$ cat src/rtl/cra_share_ctrl.sv
// cra_share_ctrl / cra8bits
//
// Purpose: shares one 8-bit carry-ripple adder between two requesters.
// A W-bit add runs one byte slice per cycle. The carry between slices is
// held in a register. Arbitration is round-robin when both requesters
// are valid.
//
// Ports (cra_share_ctrl):
//   clk, rst_n                 clock; asynchronous reset, active-low
//   req0_valid/ready/a/b/cin   requester 0 valid/ready, operands, carry-in
//   req1_valid/ready/a/b/cin   requester 1, same signals as requester 0
//   rsp_valid/ready            result handshake to the consumer
//   rsp_id                     index of the requester that owns the result
//   rsp_s, rsp_cout            W-bit sum and final carry-out
//
// Ports (cra8bits):
//   a, b, ci  8-bit operands and carry-in
//   s, co     8-bit sum and carry-out

module cra8bits (
  input  logic [7:0] a,
  input  logic [7:0] b,
  input  logic       ci,
  output logic [7:0] s,
  output logic       co
);
  logic [8:0] c;

  assign c[0] = ci;

  for (genvar i = 0; i < 8; i++) begin : g_fa
    assign s[i]   = a[i] ^ b[i] ^ c[i];
    assign c[i+1] = (a[i] & b[i]) | (c[i] & (a[i] ^ b[i]));
  end

  assign co = c[8];
endmodule

module cra_share_ctrl #(
  parameter int W = 32
) (
  input  logic         clk,
  input  logic         rst_n,
  input  logic         req0_valid,
  output logic         req0_ready,
  input  logic [W-1:0] req0_a,
  input  logic [W-1:0] req0_b,
  input  logic         req0_cin,
  input  logic         req1_valid,
  output logic         req1_ready,
  input  logic [W-1:0] req1_a,
  input  logic [W-1:0] req1_b,
  input  logic         req1_cin,
  output logic         rsp_valid,
  input  logic         rsp_ready,
  output logic         rsp_id,
  output logic [W-1:0] rsp_s,
  output logic         rsp_cout
);
  localparam int N  = W / 8;
  localparam int SW = (N > 1) ? $clog2(N) : 1;

  typedef enum logic [1:0] {IDLE, RUN, DONE} state_t;

  state_t         state, state_nx;
  logic [W-1:0]   a_q, b_q;
  logic           carry;
  logic           prio;
  logic [SW-1:0]  slice;

  logic           any_valid, grant, hs, last_slice;
  logic [7:0]     sa, sb, ss;
  logic           sco;
  logic [SW+2:0]  shamt;

  // Grant: prio breaks the tie; otherwise the only valid requester wins.
  assign any_valid = req0_valid | req1_valid;
  assign grant     = (req0_valid && req1_valid) ? prio : req1_valid;

  // rst_n gates ready so nothing can be accepted while reset is held.
  assign req0_ready = rst_n && (state == IDLE) && any_valid && !grant;
  assign req1_ready = rst_n && (state == IDLE) && any_valid &&  grant;
  assign hs         = (req0_valid && req0_ready) || (req1_valid && req1_ready);

  // Byte-lane offset of the current slice.
  assign shamt      = {slice, 3'b000};
  assign sa         = 8'(a_q >> shamt);
  assign sb         = 8'(b_q >> shamt);
  assign last_slice = (slice == SW'(N - 1));

  cra8bits u_add (
    .a  (sa),
    .b  (sb),
    .ci (carry),
    .s  (ss),
    .co (sco)
  );

  assign rsp_valid = (state == DONE);

  // Next-state logic.
  always_comb begin
    state_nx = state;
    case (state)
      IDLE:    if (hs)         state_nx = RUN;
      RUN:     if (last_slice) state_nx = DONE;
      DONE:    if (rsp_ready)  state_nx = IDLE;
      default:                 state_nx = IDLE;
    endcase
  end

  always_ff @(posedge clk or negedge rst_n) begin
    if (!rst_n) state <= IDLE;
    else        state <= state_nx;
  end

  // Datapath: operand capture at accept, then one slice per RUN cycle.
  always_ff @(posedge clk or negedge rst_n) begin
    if (!rst_n) begin
      a_q      <= '0;
      b_q      <= '0;
      carry    <= 1'b0;
      prio     <= 1'b0;
      slice    <= '0;
      rsp_id   <= 1'b0;
      rsp_s    <= '0;
      rsp_cout <= 1'b0;
    end else begin
      case (state)
        IDLE: if (hs) begin
          a_q    <= grant ? req1_a   : req0_a;
          b_q    <= grant ? req1_b   : req0_b;
          carry  <= grant ? req1_cin : req0_cin;
          rsp_id <= grant;
          prio   <= ~grant;
          slice  <= '0;
        end
        RUN: begin
          // Replace only the byte lane of the current slice.
          rsp_s <= (rsp_s & ~(W'(8'hFF) << shamt)) | (W'(ss) << shamt);
          carry <= sco;
          if (last_slice) begin
            rsp_cout <= sco;
            slice    <= '0;
          end else begin
            slice <= slice + 1'b1;
          end
        end
        default: ;
      endcase
    end
  end
endmodule

$ cat config.mk
export PLATFORM = sky130hd
export DESIGN_NAME = cra_share_ctrl
export DESIGN_NICKNAME = d
export VERILOG_FILES = /design/src/rtl/cra_share_ctrl.sv
export SDC_FILE = /design/constraint.sdc
export NUM_CORES = 1
export LEC_CHECK = 0
export BUFFER_PORTS_ARGS = -buffer_cell sky130_fd_sc_hd__buf_2
export CORE_MARGIN = 2
export CORE_UTILIZATION = 49
export DETAILED_ROUTE_END_ITERATION = 8
export GPL_ROUTABILITY_DRIVEN = 0
export PLACE_DENSITY = 0.85
export SLEW_MARGIN = 20
export SYNTH_ARGS = -nofsm -noshare
export SYNTH_HDL_FRONTEND = slang
export SYNTH_SLANG_ARGS = --single-unit
$ cat constraint.sdc
create_clock -name clk -period 6.1 [get_ports clk]
set_input_delay 0.915 -clock clk [delete_from_list [all_inputs] [get_ports clk]]
set_output_delay 0.915 -clock clk [all_outputs]
set_load 0.05 [all_outputs]
==> flow_metrics.py <==
metrics = {
    "clocking": {
        "cts_buffer_depth": 2,
        "cts_setup_buffers": 0,
        "numCtsBuffers": 9,
        "cts_tree": "done",
        "cts-root-buf": "clkbuf_8",
        "clkLatencyLatePin_ns": 0.36,
        "cts-resized-gates": 0,
        "clock_sinks": 104,
        "h-tree-depth": 3,
        "clkTransAtPathRegs_ns": 0.09,
        "hold_buffers": 0,
    },
    "pwr": {
        "internal_power_mw": 1.89,
        "p_comb_share_pct": 54.5,
        "power_density_mw_per_mm2": 608,
        "power.share.switching_pct": 47.1,
        "clkPwrFrac_pct": 10.5,
        "p_sw_mw": 1.68,
        "p_seq_share_pct": 35.0,
        "leakage_nw": 3.20,
        "ir_drop_mv": 0.302,
    },
    "critical_path": {
        "rrSetupSlack_ns": 1.69,
        "crit_required_ns": 6.34,
        "path_max_fanout": 14,
        "reg2reg_depth": 14,
        "crit_path_start_kind": "flop",
        "arrival_ns": 4.65,
        "worst_setup_path_end_kind": "flop",
        "critical_path_class": "flop to flop",
    },
    "detailed_routing": {
        "ant_nets": 0,
        "wl_um": 13100,
        "drtIter0Drc": 544,
        "via_per_inst": 5.92,
        "drt-pass1-iter-count": 9,
        "wire_per_inst_um": 19.0,
        "vias": 4087,
        "drcViolationCount": 6,
    },
    "yosys": {
        "async_flop_share_pct": 100,
        "yosysSeqAreaShare_pct": 54.5,
        "synth_top_area_cell": "dfrtp_1",
        "synth.avg_cell_area_um2": 12.1,
        "ys_ff_latch": 104,
        "synth-edff-count": 0,
        "syn_inst": 393,
        "netlist_top_cells_count": "dfrtp_1, inv_1, a222oi_1",
        "synth.most_common_cell": "dfrtp_1",
        "synth_nets": 540,
        "yosysWarningCount": 0,
        "synthTopCellsByArea": "dfrtp_1, a222oi_1, mux4_2, inv_1, fa_1",
        "netlist_area_mm2": 0.00477,
        "synth.top_cell.area_share_pct": 54.5,
        "synthFlopType": "dfrtp_1",
        "post_synth_num_cell_types": 31,
    },
    "die": {
        "fp.dieH_um": 103,
        "coreArea_mm2": 0.00959,
        "rows": 36,
        "start_util_pct": 49.8,
        "dieArea_mm2": 0.0105,
        "die_w_um": 103,
        "num_io_pins": 172,
    },
    "timing": {
        "fmax_ghz": 0.227,
        "tightest_slew_ns": 0.719,
        "rsz0062_at_grt": "no",
        "min_period_over_period_pct": 72.2,
        "fin_setup_tns_ns": 0,
        "fin_skew_ns": 0.0186,
        "setup_violations": 0,
        "drv_slew": 0,
        "hold_viol_final": 0,
        "min_period_ns": 4.41,
        "slew_headroom_pct": 52.1,
    },
    "layout": {
        "nFillCells": 766,
        "layout.cells.non_filler": 690,
        "area_growth_pct": 23.0,
        "finalNetCount": 700,
        "diodes": 0,
        "drive_gt1_share_pct": 38.2,
    },
    "global_route": {
        "antenna_found_initial": 1,
        "grt_pass1_vias": 3927,
        "grt_use_total_pct": 25.2,
        "grt_max_degree": 68,
        "grt_pass1_wl_um": 19900,
        "grt-ovfl-total": 0,
    },
    "placed_design": {
        "dpl.hpwl_um": 9640,
        "dp_cells": 675,
        "numPortBuffers": 171,
    },
    "hold_path": {
        "min_path_cells": 1,
        "hold_class": "flop to flop",
    },
    "flow_run": {
        "drv_cap": 0,
    },
    "outcome": {
        "status": "finished, violations left",
        "violations": "DRC",
    },
}
power by group through the flow:
stage / Sequential (mW) / Combinational [mW] / Clock [mW]
after floorplan: 1.51 / 1.09 / 0
after global placement: 1.24 / 1.86 / 0
after detailed placement: 1.25 / 1.94 / 0
after CTS: 1.24 / 1.95 / 0.377
after global routing: 1.28 / 2.11 / 0.405
final: 1.25 / 1.95 / 0.375
worst max-delay path, cell delays in order, from the launching register on:
cell and delay, ns:
dfrtp_1 0.68, mux4_2 0.32, inv_1 0.06, fa_1 0.40, fa_1 0.47, fa_1 0.43, inv_1 0.09, fa_1 0.20
fa_1 0.22, fa_1 0.20, inv_1 0.06, fa_1 0.41, inv_1 0.08, fa_1 0.46, a22o_1 0.22
placed cells by master (no fill, tap or decap), types with 3 or more instances in the layout:
cell / Yosys / layout
a222oi_1: 64 / 64
a22o_1: 16 / 16
buf_2: 11 / 170
buf_4: 1 / 8
clkbuf_8: 0 / 9
clkinvlp_4: 0 / 4
dfrtp_1: 104 / 104
fa_1: 8 / 8
ha_1: 4 / 4
inv_1: 81 / 81
mux4_2: 16 / 16
nand2_1: 24 / 24
nand2b_1: 3 / 3
nand3_1: 5 / 5
nor2_1: 3 / 3
nor3_1: 4 / 4
o21ai_0: 19 / 19
metal layers:
metal | vias up | GRT usage [%] | routed length, um
met5 | - | 0 | 13
li1 | 1787 | - | -
met2 | 277 | 41.7 | 6470
met1 | 1993 | 34.0 | 5190
met3 | 28 | 4.95 | 1200
met4 | 2 | 7.79 | 242
cells by family (layout without fill, tap and decap cells):
kind of cell / count (synthesis) / in the layout / share of synthesized area, %
compound gates: 106 / 106 / 19.4
fa+ha+maj: 12 / 12 / 4.40
buf+inv: 110 / 274 / 9.64
flops: 104 / 104 / 54.5
mux: 17 / 17 / 7.78
simple gates: 44 / 44 / 4.27
final timing paths:
check | startpoint | end
min | rsp_id | rsp_id
min in group asynchronous | rst_n | b_q[3]
max reg2reg | slice[1] | rsp_s[15]
min reg2reg | rsp_id | rsp_id
max in group asynchronous | rst_n | a_q[24]
max | slice[1] | rsp_s[15]
cell type report:
cell class	instances	area (um^2)	share of cell area (%)
Sequential cell	104	2600	44.3
Multi-Input combinational cell	179	1730	29.4
Timing Repair Buffer	178	911	15.5
Inverter	81	304	5.18
Tap cell	133	166	2.83
Clock buffer	10	128	2.17
Clock inverter	5	35.0	0.597
flip-flops by register name, summed over array words and instances (netlist names):
register,flops
a_q,32
b_q,32
rsp_s,32
slice,2
state,2
carry,1
prio,1
rsp_cout,1
rsp_id,1
per-stage QoR:
| stage | power, mW | worst slack, ns | hold slack, ns | area (um^2) | utilization, % |
|---|---|---|---|---|---|
| 2_1_floorplan | 2.60 | 1.78 | 0.451 | 4770 | - |
| 3_3_place_gp | 3.11 | 1.82 | 0.456 | 5710 | 59.5 |
| 3_5_place_dp | 3.20 | 1.71 | 0.467 | 5710 | 59.5 |
| 4_1_cts | 3.57 | 1.70 | 0.490 | 5870 | 61.2 |
| 5_1_grt | 3.80 | 1.50 | 0.507 | 5870 | 61.2 |
| 6_report | 3.57 | 1.69 | 0.483 | 5870 | 61.2 |
(Power assumes the default switching activity.)
